### src/rtl/shift_seq_unit_pkg.sv
// Shared constants for the sequential shift unit: FSM state encoding and
// shift-direction codes.
package shift_seq_pkg;

    localparam logic [1:0] ST_IDLE  = 2'd0;
    localparam logic [1:0] ST_SHIFT = 2'd1;
    localparam logic [1:0] ST_DONE  = 2'd2;

    localparam logic DIR_LEFT  = 1'b0;
    localparam logic DIR_RIGHT = 1'b1;

endpackage

### src/rtl/shift_seq_unit_if.sv
// Request/response bundle of the sequential shift unit.
//
// Handshake: the master raises start with the operand fields valid; the
// unit accepts it on a rising edge only while busy=0 (IDLE or DONE) and
// latches every field at that edge. busy stays high while shifting, and
// done pulses for exactly one cycle when result/last_out/ovf are valid.
// A start seen while busy=1 is dropped, not queued.
interface shift_seq_unit_if #(
    parameter int WIDTH = 4,
    parameter int AMT_W = 3
);
    logic             start;
    logic [WIDTH-1:0] data_in;
    logic [AMT_W-1:0] amount;
    logic             select;
    logic             ar_select;
    logic             fill_in;
    logic [WIDTH-1:0] result;
    logic             last_out;
    logic             ovf;
    logic             busy;
    logic             done;

    modport master (
        output start, data_in, amount, select, ar_select, fill_in,
        input  result, last_out, ovf, busy, done
    );

    modport slave (
        input  start, data_in, amount, select, ar_select, fill_in,
        output result, last_out, ovf, busy, done
    );
endinterface

### src/rtl/shift_seq_unit_shift_step.sv
// Combinational single-position shifter: one step left or right, logical
// (fill bit enters) or arithmetic (sign held), with the border bits exposed.
module shift_step
    import shift_seq_pkg::*;
#(
    parameter int WIDTH = 4
) (
    input  logic [WIDTH-1:0] i_d,
    input  logic             i_select,
    input  logic             i_ar_select,
    input  logic             i_fill,
    output logic [WIDTH-1:0] o_s,
    output logic             o_bb_left,
    output logic             o_bb_right,
    output logic             o_sign_loss
);
    logic [WIDTH-1:0] w_right;
    logic [WIDTH-1:0] w_left_log;
    logic [WIDTH-1:0] w_left_ar;

    assign w_right    = {(i_ar_select ? i_d[WIDTH-1] : i_fill), i_d[WIDTH-1:1]};
    assign w_left_log = {i_d[WIDTH-2:0], i_fill};

    // Arithmetic left keeps the sign bit; at WIDTH=2 no middle bits survive.
    generate
        if (WIDTH == 2) begin : g_narrow
            assign w_left_ar = {i_d[1], i_fill};
        end else begin : g_wide
            assign w_left_ar = {i_d[WIDTH-1], i_d[WIDTH-3:0], i_fill};
        end
    endgenerate

    // Select the shifted value for the requested direction and mode.
    always_comb begin
        o_s = w_right;
        if (i_select == DIR_LEFT) begin
            o_s = i_ar_select ? w_left_ar : w_left_log;
        end
    end

    assign o_bb_left   = i_d[WIDTH-1];
    assign o_bb_right  = i_d[0];
    // The bit dropped below the sign disagreed with it: value not representable.
    assign o_sign_loss = (i_select == DIR_LEFT) && i_ar_select
                         && (i_d[WIDTH-2] != i_d[WIDTH-1]);
endmodule

### src/rtl/shift_seq_unit.sv
// Sequential multi-position shifter: one single-position step per clock
// through shift_step, with a start/busy/done handshake and border-bit status.
module shift_seq_unit
    import shift_seq_pkg::*;
#(
    parameter int WIDTH = 4,
    parameter int AMT_W = 3
) (
    input  logic             clk,
    input  logic             rst,
    shift_seq_unit_if.slave  bus,
    output logic [1:0]       o_state
);
    logic [1:0]       r_state;
    logic [AMT_W-1:0] r_count;
    logic [WIDTH-1:0] r_result;
    logic             r_last;
    logic             r_ovf;
    logic             r_sel;
    logic             r_ar;
    logic             r_fill;

    logic [WIDTH-1:0] w_s;
    logic             w_bb_left;
    logic             w_bb_right;
    logic             w_sign_loss;

    shift_step #(.WIDTH(WIDTH)) u_step (
        .i_d         (r_result),
        .i_select    (r_sel),
        .i_ar_select (r_ar),
        .i_fill      (r_fill),
        .o_s         (w_s),
        .o_bb_left   (w_bb_left),
        .o_bb_right  (w_bb_right),
        .o_sign_loss (w_sign_loss)
    );

    // Control FSM plus datapath registers; DONE accepts a new start directly.
    always_ff @(posedge clk) begin
        if (rst) begin
            r_state  <= ST_IDLE;
            r_count  <= '0;
            r_result <= '0;
            r_last   <= 1'b0;
            r_ovf    <= 1'b0;
            r_sel    <= 1'b0;
            r_ar     <= 1'b0;
            r_fill   <= 1'b0;
        end else begin
            case (r_state)
                ST_IDLE, ST_DONE: begin
                    if (bus.start) begin
                        r_result <= bus.data_in;
                        r_count  <= bus.amount;
                        r_sel    <= bus.select;
                        r_ar     <= bus.ar_select;
                        r_fill   <= bus.fill_in;
                        r_last   <= 1'b0;
                        r_ovf    <= 1'b0;
                        r_state  <= (bus.amount == '0) ? ST_DONE : ST_SHIFT;
                    end else begin
                        r_state <= ST_IDLE;
                    end
                end
                ST_SHIFT: begin
                    r_result <= w_s;
                    r_last   <= (r_sel == DIR_RIGHT) ? w_bb_right : w_bb_left;
                    if (w_sign_loss) begin
                        r_ovf <= 1'b1;
                    end
                    r_count <= r_count - AMT_W'(1);
                    if (r_count == AMT_W'(1)) begin
                        r_state <= ST_DONE;
                    end
                end
                default: r_state <= ST_IDLE;
            endcase
        end
    end

    assign bus.result   = r_result;
    assign bus.last_out = r_last;
    assign bus.ovf      = r_ovf;
    assign bus.busy     = (r_state == ST_SHIFT);
    assign bus.done     = (r_state == ST_DONE);
    assign o_state      = r_state;
endmodule
### src/flat_wrapper.sv
// flat-port wrapper written by rule: the top's interface ports become plain ports
module shift_seq_unit_flat import shift_seq_pkg::*;
#(
    parameter int WIDTH = 4,
    parameter int AMT_W = 3
)
  (clk, rst, o_state, bus_start, bus_data_in, bus_amount, bus_select, bus_ar_select, bus_fill_in, bus_result, bus_last_out, bus_ovf, bus_busy, bus_done);
  shift_seq_unit_if #(.WIDTH(WIDTH), .AMT_W(AMT_W)) bus_i ();
  input  logic clk;
  input  logic rst;
  output logic [1:0] o_state;
  input wire logic [$bits(bus_i.start)-1:0] bus_start;
  input wire logic [$bits(bus_i.data_in)-1:0] bus_data_in;
  input wire logic [$bits(bus_i.amount)-1:0] bus_amount;
  input wire logic [$bits(bus_i.select)-1:0] bus_select;
  input wire logic [$bits(bus_i.ar_select)-1:0] bus_ar_select;
  input wire logic [$bits(bus_i.fill_in)-1:0] bus_fill_in;
  output wire logic [$bits(bus_i.result)-1:0] bus_result;
  output wire logic [$bits(bus_i.last_out)-1:0] bus_last_out;
  output wire logic [$bits(bus_i.ovf)-1:0] bus_ovf;
  output wire logic [$bits(bus_i.busy)-1:0] bus_busy;
  output wire logic [$bits(bus_i.done)-1:0] bus_done;
  assign bus_i.start = bus_start;
  assign bus_i.data_in = bus_data_in;
  assign bus_i.amount = bus_amount;
  assign bus_i.select = bus_select;
  assign bus_i.ar_select = bus_ar_select;
  assign bus_i.fill_in = bus_fill_in;
  assign bus_result = bus_i.result;
  assign bus_last_out = bus_i.last_out;
  assign bus_ovf = bus_i.ovf;
  assign bus_busy = bus_i.busy;
  assign bus_done = bus_i.done;
  shift_seq_unit #(.WIDTH(WIDTH), .AMT_W(AMT_W)) u_core (.clk(clk), .rst(rst), .bus(bus_i), .o_state(o_state));
endmodule
### config.mk
export PLATFORM = sky130hd
export DESIGN_NAME = shift_seq_unit_flat
export DESIGN_NICKNAME = d
export VERILOG_FILES = /design/src/rtl/shift_seq_unit_pkg.sv /design/src/rtl/shift_seq_unit_if.sv /design/src/rtl/shift_seq_unit_shift_step.sv /design/src/rtl/shift_seq_unit.sv /design/src/flat_wrapper.sv
export SDC_FILE = /design/constraint.sdc
export NUM_CORES = 1
export LEC_CHECK = 0
export CAP_MARGIN = 20
export CORE_MARGIN = 5
export CORE_UTILIZATION = 45
export CTS_BUF_LIST = sky130_fd_sc_hd__clkbuf_8 sky130_fd_sc_hd__clkbuf_16
export DETAILED_ROUTE_END_ITERATION = 10
export PLACE_DENSITY = 0.8
export SLEW_MARGIN = 10
export SYNTH_ARGS = -nofsm -noshare
export SYNTH_HDL_FRONTEND = slang
export SYNTH_SLANG_ARGS = --single-unit
export TNS_END_PERCENT = 5
### constraint.sdc
create_clock -name clk -period 3.12 [get_ports clk]
set_input_delay 0.312 -clock clk [delete_from_list [all_inputs] [get_ports clk]]
set_output_delay 0.312 -clock clk [all_outputs]
set_load 0.05 [all_outputs]
* Word level (Yosys, flattened, before mapping)
Index checks and enable logic that the tools add are counted.
Cells by class: add/sub/neg operators 1, reduce and logical (&&, ||, !) cells 10, multiplexer cells 16, bitwise gates (word level) 1, eq/ne operators 8
Operator list (count):
- 4-bit two-way mux | 3
- 4-bit one-hot mux with 2 select lines | 1
- 2-bit two-way mux | 3
- 3-bit one-hot mux with 2 select lines | 1
- 3-bit AND reduction | 2
- 1-bit two-way mux | 4
- 2-bit by 1-bit inequality test with 1-bit output, second input constant | 2
- 2-bit inequality test, second input constant | 2
- 1-bit one-hot mux with 2 select lines | 2
- 2-bit one-hot mux with 2 select lines | 1
- 2-bit AND reduction | 2
- 3-bit by 1-bit == test with 1-bit output, second input constant | 1
- 3-bit logical NOT | 1
- 3-bit two-way mux | 1
- 3-bit by 1-bit subtractor with 3-bit output, second input constant | 1
- 2-bit by 1-bit == test with 1-bit output, second input constant | 1
- 2-bit == test, second input constant | 1
- 1-bit logical AND | 2
- 2-bit logical NOT | 1
- 2-bit nonzero test | 1
- 2-bit OR reduction | 1
- 1-bit inequality test | 1
- 1-bit inverter | 1
Word-level totals: word-level logic and storage cells 45, bits of input ports 13, register bits 14, output and inout port bits 10

* Longest topological paths before layout
word-level depth 5, mapped depth 5, mapped depth without buffers 5

* Modules after synthesis
From an unflattened synthesis, not the netlist that was laid out.
Second synthesis, totals: cell total of the unflattened synthesis 84, area, all modules 729.4 sq um
By module, submodules not included:
- shift_seq_unit | sequential area each 280.3 sq um, cells each 74, times used 1, area an instance 645.6 sq um
- shift_step | sequential area each 0.0 sq um, cells each 10, times used 1, area an instance 83.8 sq um

* Worst setup path after synthesis
OpenSTA, ideal clock, no wires.
path type register -> output, start register u_core.r_state[1] (netlist: u_core.o_state[1]), end output port bus_done, path buffers 0, data required time 2808 ps, cell stages (with the launch flop) 2, setup slack 1387 ps, arrival time 1421 ps, cells stage by stage dfxtp_1 -> nor2b_1
Between the ends: longest elaborated chain between the ends 1
RTL lines:
- start, declared | line shift_seq_unit.sv:14 | logic [1:0] r_state;
- start signal, assigned | line shift_seq_unit.sv:61 | r_state <= (bus.amount == '0) ? ST_DONE : ST_SHIFT;
- 2-bit == test | line shift_seq_unit.sv:86 | assign bus.done = (r_state == ST_DONE);
- end, declared | line flat_wrapper.sv:22 | output wire logic [$bits(bus_i.done)-1:0] bus_done;
Every way passes these cells.

* Worst setup path after layout
start register u_core.r_state[0] (netlist: u_core.o_state[0]), end output port bus_busy
Between the ends: longest elaborated chain between the ends 1
RTL lines:
- 2-bit by 1-bit == test with 1-bit output | line shift_seq_unit.sv:85 | assign bus.busy = (r_state == ST_SHIFT);
- end, declared | line flat_wrapper.sv:21 | output wire logic [$bits(bus_i.busy)-1:0] bus_busy;
Every way passes these cells.

==> results.sh <==
export IMPL_status="finished clean"
export IMPL_synth_edf_count=0
export IMPL_area_growth_pct=32.4
export IMPL_clk_latency_ns=0.24
export IMPL_synth_simple_gate_area_share_pct=23.3
export IMPL_slew_headroom_pct=66.1
export IMPL_hold_viol_final=0
export IMPL_synthCells=86
export IMPL_drt_vias_per_instance=5.52
export IMPL_synth_compound_area_share_pct=20.9
export IMPL_path_max_fanout=15
export IMPL_core_area_mm2=0.00152
export IMPL_std_cell_rows=14
export IMPL_yosysSeqAreaShare_pct=38.6
export IMPL_synth_top_area_share_pct=38.6
export IMPL_die_area_mm2=0.00252
export IMPL_post_route_min_period_ns=2.37
export IMPL_yosys_warnings=0
export IMPL_end_kind="output pin"
export IMPL_fp_dieW_um=50.2
export IMPL_grtUsageTotal_pct=13.6
export IMPL_tns_ns=0
export IMPL_synth_area_um2=726
export IMPL_cap_violations=0
export IMPL_period_share_pct=76.0
export IMPL_final_nets=121
export IMPL_overflow=0
export IMPL_synth_top_area_cell="dfxtp_1"
export IMPL_synth_flop_cell="dfxtp_1"
export IMPL_finClkSkew_ns=0.00484
export IMPL_rsz0062_at_grt="false"
export IMPL_grt_pass1_vias=603
export IMPL_drc_errors=0
export IMPL_post_cts_buffers=0
export IMPL_setup_viol=0
export IMPL_drv_slew=0
export IMPL_ant_nets=0
export IMPL_cts_resized=0
export IMPL_cp_start_kind="flop"
export IMPL_synthTopCellsByArea="dfxtp_1 (39%), nand2_1 (7.2%), a21oi_1 (6.2%), buf_4 (5.2%), a311oi_1 (3.6%)"
export IMPL_portBuffers=22
export IMPL_grt_pass1_wl_um=2640
export IMPL_worstMarginPinSlew_ns=0.506
export IMPL_clockRootBuffer="clkbuf_8"
export IMPL_clkTransAtPathRegs_ns=0.05
export IMPL_powerDensity_mw_per_mm2=513
export IMPL_synth_commonest_cells="dfxtp_1 (14), nand2_1 (14), a21oi_1 (9)"
export IMPL_fmax_mhz=422
export IMPL_synth_cell_types=31
export IMPL_cts_made_buffers=3
export IMPL_required_ns=2.81
export IMPL_hold_class="flop to flop"
export IMPL_wl_per_cell_um=13.2
export IMPL_synth_fa_ha_area_share_pct=3.45
export IMPL_clock_sinks=14
export IMPL_postSynth_asyncResetShare_pct=0
export IMPL_power_leakage_nw=0.363
export IMPL_synth_seq_cells=14
export IMPL_cts_htree_levels=1
export IMPL_diodes=0
export IMPL_worstPathArrival_ns=2.06
export IMPL_synth_xor_area_share_pct=1.21
export IMPL_slowest_stage="clkdlybuf4s50_1"
export IMPL_wl_um=1590
export IMPL_dpl_hpwl_um=1140
export IMPL_cts_tree="built"
export IMPL_syn_nets=101
export IMPL_worst_hold_slack_ns=0.468
export IMPL_synth_top_family_by_area="simple AND/OR/NAND/NOR gates"
export IMPL_crit_path_cell_trace="nand2b_1 -> inv_1 -> clkdlybuf4s50_1"
export IMPL_place_gp_congestion=0.812
export IMPL_syn_area_per_cell_um2=8.44
export IMPL_synth_area_mux_share_pct=3.10
export IMPL_initial_utilization_pct=47.6
export IMPL_postCtsHoldBufs=0
export IMPL_antenna_found_initial=0
export IMPL_vias=662
export IMPL_cts_max_path_buffers=2
export IMPL_ir_worst_vdd_mv=0.286
export IMPL_cp_slowest_stage_delay_ns=0.83
export IMPL_grt_max_degree=16
export IMPL_drtIter0Drc=5
export IMPL_die_y_um=50.2
export IMPL_drt_pass1_iterations=4
export IMPL_critPathKind="flop to output pin"
export IMPL_drive_gt1_share_pct=5.77
export IMPL_io_pins=23
[path summary, 6_finish.rpt]
check | cells past startpoint | endpoint | slack, ns | startpoint
max | 3 | bus_busy | 0.75 | u_core.o_state[0]
min | 2 | u_core.r_count[1] | 0.47 | u_core.r_count[1]
max reg2reg | 4 | u_core.bus.ovf | 1.69 | u_core.o_state[1]
min reg2reg | 2 | u_core.r_count[1] | 0.47 | u_core.r_count[1]
[sequential cells by signal (all words and copies together) (netlist names)]
register,flops
u_core.o_state,2
u_core.bus.result,4
u_core.r_count,3
u_core.r_fill,1
u_core.bus.last_out,1
u_core.bus.ovf,1
u_core.r_sel,1
u_core.r_ar,1
[critical path: cells and delay by family (launching register included)]
kind	cells	cell delay [ns]
buffers and inverters	2	1.07
flip-flops	1	0.42
AND/OR/NAND/NOR	1	0.32
[where the power goes]
group / switching (mW) / total [mW] / leakage (nW) / internal [mW]
Clock: 0.0599 / 0.145 / 0.0216 / 0.0853
Sequential: 0.0166 / 0.211 / 0.115 / 0.195
Combinational: 0.0778 / 0.136 / 0.226 / 0.0586
[cell families (layout without fill, tap and decap cells)]
kind of cell | count (synthesis) | in the layout
AO/OA/AOI/OAI | 23 | 23
XOR/XNOR | 1 | 1
adder cells (fa/ha/maj) | 2 | 2
buffers and inverters | 13 | 31
flip-flops | 14 | 14
multiplexers | 2 | 2
AND/OR/NAND/NOR | 31 | 31
[layer usage]
layer / wire [um] / global-route usage, %
met1: 687 / 15.6
met2: 751 / 21.1
met3: 124 / 6.21
met4: 23 / 6.55
met5: 0 / 0
[stage by stage]
stage,instance area (um^2),total power [mW],utilization (%),cells,setup slack (ns)
2_1_floorplan,726,0.311,-,86,1.39
3_3_place_gp,920,0.349,60.3,117,1.08
3_5_place_dp,920,0.351,60.3,117,1.02
4_1_cts,961,0.500,63.1,120,0.739
5_1_grt,961,0.520,63.1,120,0.577
6_report,961,0.493,63.1,120,0.750
[layout by cell type, fill, tap and decap left out]
cell / Yosys / routed
ha_1: 2 / 2
o21ai_0: 1 / 1
dfxtp_1: 14 / 14
nand3b_1: 1 / 1
a22oi_1: 1 / 1
nand2b_4: 1 / 1
o31ai_1: 1 / 1
a211oi_1: 3 / 3
nor3_1: 1 / 1
a311oi_1: 3 / 3
nand2b_1: 1 / 1
mux2_2: 2 / 2
nor2b_1: 4 / 4
o211ai_1: 1 / 1
a2bb2oi_1: 1 / 1
o22ai_1: 1 / 1
a21oi_1: 9 / 9
a41oi_1: 1 / 1
clkbuf_8: 0 / 3
xor2_1: 1 / 1
or4_1: 1 / 1
or3_1: 2 / 2
nor3b_1: 1 / 1
a31oi_1: 1 / 1
nand2_1: 14 / 14
and3b_1: 1 / 1
inv_1: 6 / 6
clkdlybuf4s50_1: 0 / 22
and2b_1: 1 / 1
nand3_1: 3 / 3
[cell type report]
cell class	instances	area [um^2]
Multi-Input combinational cell	59	377
Inverter	6	22.5
Tap cell	16	20.0
Fill cell	139	563
Clock buffer	3	41.3
Timing Repair Buffer	22	220
Sequential cell	14	280
(Power assumes the default switching activity.)
==> RTL edit 1: new RTL, config.mk and constraints unchanged <==
Put one more register stage on the output `o_state`. The value now appears one clock later. The other outputs are not delayed to match.
--- a/src/rtl/shift_seq_unit.sv
+++ b/src/rtl/shift_seq_unit.sv
@@ -84,5 +84,7 @@
     assign bus.ovf      = r_ovf;
     assign bus.busy     = (r_state == ST_SHIFT);
     assign bus.done     = (r_state == ST_DONE);
-    assign o_state      = r_state;
+    always_ff @(posedge clk) begin
+        o_state <= r_state;
+    end
 endmodule
Formal check against the unedited RTL: not equivalent (Yosys sat finds a counterexample within 4 cycles, from zero or initial values and one cycle with rst high).
==> RTL edit 1 against the unedited design <==
- clock power grew 28%
- register-to-register slack is essentially flat
- sequential cell count grew 2
- maximum frequency grew 0.67%
- critical path depth is the same
- sequential power grew 13%
- via count grew 3.9%
- highest routed layer unchanged
- clock skew is essentially flat
- largest power group unchanged
- largest cell class unchanged
- synthesized cell count grew 2.3%
- design area grew 5.7%
- worst setup slack gained 0.016 ns
- power grew 14%
- wire length grew 7.4%
- area after synthesis grew 5.5%
==> RTL edit 1: results (changes against the unedited design) <==
Run status
  – Status: complete, no violations

Global route
  – Global-route wire length before repair: 2920 microns (+10%)
  – Initial antenna violation count: 0 (unchanged)
  – Vias in the first global route: 680 (+13%)
  – Gr usage total: 0.148 (+0.0124)

Yosys
  – Syn Nets: 103 (+2.0%)
  – Synth Area in XOR/XNOR: 0.0114 (-0.000631)
  – Top cells by area, synth: dfxtp_1, nand2_1, a21oi_1
  – Mux contribution to synthesized area: 0.0294 (-0.00162)
  – Post-Synth Adder-Cell Area: 0.0327 (-0.00180)
  – Seq/Total Area, Yosys: 0.418 (+0.0321)
  – Post-synth top cells: dfxtp_1, nand2_1, a21oi_1, inv_1, buf_4
  – Mapped Cells: 88 (+2.3%)
  – Compound-Gate Fraction of Synth Area: 0.198 (-0.0109)

Cells and area
  – ANT cells: 0 (unchanged)
  – Share of cells above drive strength 1: 0.0654 (+0.00773)
  – Nets: 123 (+1.7%)

Detailed routing
  – WL final: 1700 microns (+7.4%)
  – Number of vias per cell: 5.55 (+0.57%)
  – Starting DRT DRC Count: 7 (+2)
  – DR vias: 688 (+3.9%)
  – DR pass1 iterations: 4 (unchanged)

Power and ir drop
  – Int Pwr: 0.000393 W (+16%)
  – Leak Pwr: 0.386 nW (+6.5%)
  – Peak VDD IR: 0.416 mV (+45%)

CTS
  – CTS Buf Count: 3 (unchanged)
  – CTS root buf: clkbuf_8
  – Postcts setup bufs: 0 (unchanged)

Worst setup path
  – CP Launch Point: u_core.r_state[0]
  – Worst-path fanout max: 15 (unchanged)
  – Reg2Reg Depth: 4 (unchanged)
  – Max incr delay on CP: 0.83 ns (about the same)
  – Reg2reg start: u_core.r_state[1]
  – Arrival time at the worst endpoint: 2.04 ns (-0.02 ns)

Placement
  – Placed inst area: 961 sq um (+4.5%)
  – Placed wire-length estimate: 1240 microns (+8.7%)
  – Final RePlAce weighted congestion: 0.781 (-3.9%)
  – Dpl ws: 1.03 ns (+0.0188 ns)

STA
  – Relative slew slack: 0.651 (-0.0102)
  – Post-route setup slack: 0.766 ns (+0.0159 ns)
  – Fin Clk Skew: 0.00525 ns (+0.000407 ns)

Worst hold path
  – Hold Crit Class: flip-flop to flip-flop
## RTL edit 1: cell types whose count changed after synthesis
cell and delta:
dfxtp_1 +2
## RTL edit 1: how the worst min path moves through the flow
stage | startpoint | end | slack (ns) | cells past startpoint
2_1_floorplan | u_core.r_state[1] | u_core.o_state[1] | 0.35 | 0
3_3_place_gp | u_core.r_state[1] | u_core.o_state[1] | 0.36 | 0
3_5_place_dp | u_core.r_state[1] | u_core.o_state[1] | 0.37 | 0
4_1_cts | u_core.r_state[1] | u_core.o_state[1] | 0.38 | 0
5_1_grt | u_core.r_state[1] | u_core.o_state[1] | 0.38 | 0
6_report | u_core.r_state[1] | u_core.o_state[1] | 0.37 | 0
## RTL edit 1: cell type report
cell class                 count  area (sq um)
clock buffer                   4          55.1
fill                         155           654
inverter                       6          22.5
multi-input combinational     59           377
sequential                    16           320
tap                           17          21.3
timing repair buffer          22           220
## RTL edit 1: layer usage
metal | share of wire | GRT usage
met1 | 0.43 | 0.162
met2 | 0.49 | 0.255
met3 | 0.065 | 0.0525
met4 | 0.021 | 0.0655
met5 | 0 | 0
## RTL edit 1: cell families after synthesis
| family | Yosys count |
|---|---|
| buffers and inverters | 13 |
| xor gates and xnor gates | 1 |
| AOI/OAI and AO/OA | 23 |
| DFF | 16 |
| and+or+nand+nor | 31 |
| muxes | 2 |
| adders and majority gates | 2 |
## RTL edit 1: worst max-delay path, delay by kind of cell, from the launching register on
kind | cells | cell delay, ns
flip-flops | 1 | 0.40
AND/OR/NAND/NOR | 1 | 0.32
buffers and inverters | 2 | 1.07
## RTL edit 1: through the flow
step                      hold slack, ns  utilization
after floorplan                    0.354            -
after global placement             0.359        0.575
after detailed placement           0.369        0.575
after CTS                          0.377        0.608
after global routing               0.382        0.608
final                              0.375        0.608
## RTL edit 1: power by group through the flow
stage               clock network, W  registers (W)  logic [W]
floorplan                          0       0.000256  0.0000836
global placement                   0       0.000242   0.000136
detailed placement                 0       0.000243   0.000139
CTS                         0.000189       0.000238   0.000139
global route                0.000200       0.000241   0.000151
finish                      0.000185       0.000238   0.000138
==> RTL edit 2: new RTL, same settings <==
Without the edit above. `WIDTH` is set to 4 in 4 places; all go to 3.
--- a/src/rtl/shift_seq_unit_if.sv
+++ b/src/rtl/shift_seq_unit_if.sv
@@ -6,7 +6,7 @@
 // done pulses for exactly one cycle when result/last_out/ovf are valid.
 // A start seen while busy=1 is dropped, not queued.
 interface shift_seq_unit_if #(
-    parameter int WIDTH = 4,
+    parameter int WIDTH = 3,
     parameter int AMT_W = 3
 );
     logic             start;
--- a/src/rtl/shift_seq_unit_shift_step.sv
+++ b/src/rtl/shift_seq_unit_shift_step.sv
@@ -3,7 +3,7 @@
 module shift_step
     import shift_seq_pkg::*;
 #(
-    parameter int WIDTH = 4
+    parameter int WIDTH = 3
 ) (
     input  logic [WIDTH-1:0] i_d,
     input  logic             i_select,
--- a/src/rtl/shift_seq_unit.sv
+++ b/src/rtl/shift_seq_unit.sv
@@ -3,7 +3,7 @@
 module shift_seq_unit
     import shift_seq_pkg::*;
 #(
-    parameter int WIDTH = 4,
+    parameter int WIDTH = 3,
     parameter int AMT_W = 3
 ) (
     input  logic             clk,
--- a/src/flat_wrapper.sv
+++ b/src/flat_wrapper.sv
@@ -1,7 +1,7 @@
 // flat-port wrapper written by rule: the top's interface ports become plain ports
 module shift_seq_unit_flat import shift_seq_pkg::*;
 #(
-    parameter int WIDTH = 4,
+    parameter int WIDTH = 3,
     parameter int AMT_W = 3
 )
   (clk, rst, o_state, bus_start, bus_data_in, bus_amount, bus_select, bus_ar_select, bus_fill_in, bus_result, bus_last_out, bus_ovf, bus_busy, bus_done);
Interface: changed (resized bus_data_in and bus_result); port bits go from 23 to 21. The function was not compared with the original's and may differ.
==> RTL edit 2 against the unedited design <==
- critical path depth stayed put
- power is 5.2% lower
- area after synthesis is 6.0% lower
- worst hold slack worse by 0.0066 ns
- design area is 6.0% lower
- sequential share of layout area is 0.36 points lower
- worst setup slack better by 0.036 ns
- via count is 7.1% lower
- global-route usage is 0.17 points higher
- wire length is 5.0% lower
- register-to-register slack better by 0.05 ns
- count of clock-buffer cells in the layout stayed put
- clock skew is 0.0012 ns lower
- sequential cell count is 1 lower
- highest routed layer unchanged
==> RTL edit 2: results (changes against the unedited design) <==
Run status
  – Status: complete, no violations

Power and ir drop
  – Logic power comb: 0.000125 W (-8%)
  – Leak Pwr: 0.346 nW (-4.6%)
  – Peak VDD IR: 0.460 mV (+61%)
  – Comb pwr share: 0.267 (-0.010)
  – Clock share of power: 0.317 (+0.022)

Yosys
  – Seq/Total Area, Yosys: 0.382 (-0.00456)
  – Post-synth top cells: dfxtp_1, nand2_1, a21oi_1, inv_1, buf_4
  – Library cells used by synthesis: 32 (+3.2%)
  – Top cells by area, synth: dfxtp_1, a21oi_1, nand2_1
  – Syn Nets: 94 (-6.9%)

Cells and area
  – Share of cells above drive strength 1: 0.0825 (+0.0248)
  – Nets: 112 (-7.4%)

Detailed routing
  – WL final: 1510 microns (-5.0%)
  – DR pass1 iterations: 3 (-1)

Placement
  – I/O Buffers: 20 (-9.1%)
  – Final RePlAce weighted congestion: 0.811 (-0.20%)
  – Placed wire-length estimate: 1090 microns (-5.0%)
  – Dpl ws: 1.06 ns (+0.0495 ns)

Worst hold path
  – Min-delay src: u_core.bus.ovf
  – Hold Path End: u_core.bus.ovf

Global route
  – Gr usage total: 0.137 (+0.00166)
  – Vias in the first global route: 587 (-2.7%)
  – Global-route wire length before repair: 2530 microns (-4.2%)
  – Largest net degree at the start of global routing: 14 (-2)

Worst setup path
  – Worst R2R End: u_core.r_count[0]
  – Reg2reg setup slack: 1.74 ns (+0.05 ns)

STA
  – Hold WS: 0.461 ns (-0.00656 ns)
  – Fin Clk Skew: 0.00366 ns (-0.00119 ns)
  – Worst slew pin tran: 0.649 ns (+0.142 ns)
RTL edit 2: cell count changes after synthesis, sizes merged:
cell    change
a211oi      -1
a21oi       +1
a311oi      -1
a41oi       -1
dfxtp       -1
inv         -1
nand2       -1
nand4b      +1
nor2b       -1
nor3        -1
RTL edit 2: cells by family after synthesis:
kind of cell / share of synthesized area
AOI/OAI and AO/OA: 0.202
DFF: 0.382
buffers and inverters: 0.0917
and+or+nand+nor: 0.242
adders and majority gates: 0.0367
muxes: 0.0330
xor gates and xnor gates: 0.0128
RTL edit 2: layer usage:
layer  part of all wire  global-route usage  up-vias
met1               0.42               0.144      281
met3              0.082              0.0734        4
met4              0.020              0.0538        0
met2               0.48               0.228       17
met5                  0                   0        -
li1                   -                   -      313
RTL edit 2: area by class of cell:
| type | instances | share of cell area |
|---|---|---|
| flip-flops and latches | 13 | 0.288 |
| clock inverters | 1 | 0.00416 |
| repair buffers | 20 | 0.222 |
| inverters | 5 | 0.0208 |
| multi-input cells | 55 | 0.398 |
| well taps | 16 | 0.0222 |
| clock buffers | 3 | 0.0457 |
RTL edit 2: metrics by stage:
stage | area, sq um | util | cells
2_1_floorplan | 682 | - | 80
3_3_place_gp | 858 | 0.583 | 109
3_5_place_dp | 858 | 0.583 | 109
4_1_cts | 903 | 0.614 | 113
5_1_grt | 903 | 0.614 | 113
6_report | 903 | 0.614 | 113
RTL edit 2: critical path, stage by stage (launching register included):
cell and delay [ns]:
dfxtp_1 0.40, nand2b_1 0.30, inv_1 0.24, clkdlybuf4s50_1 0.84
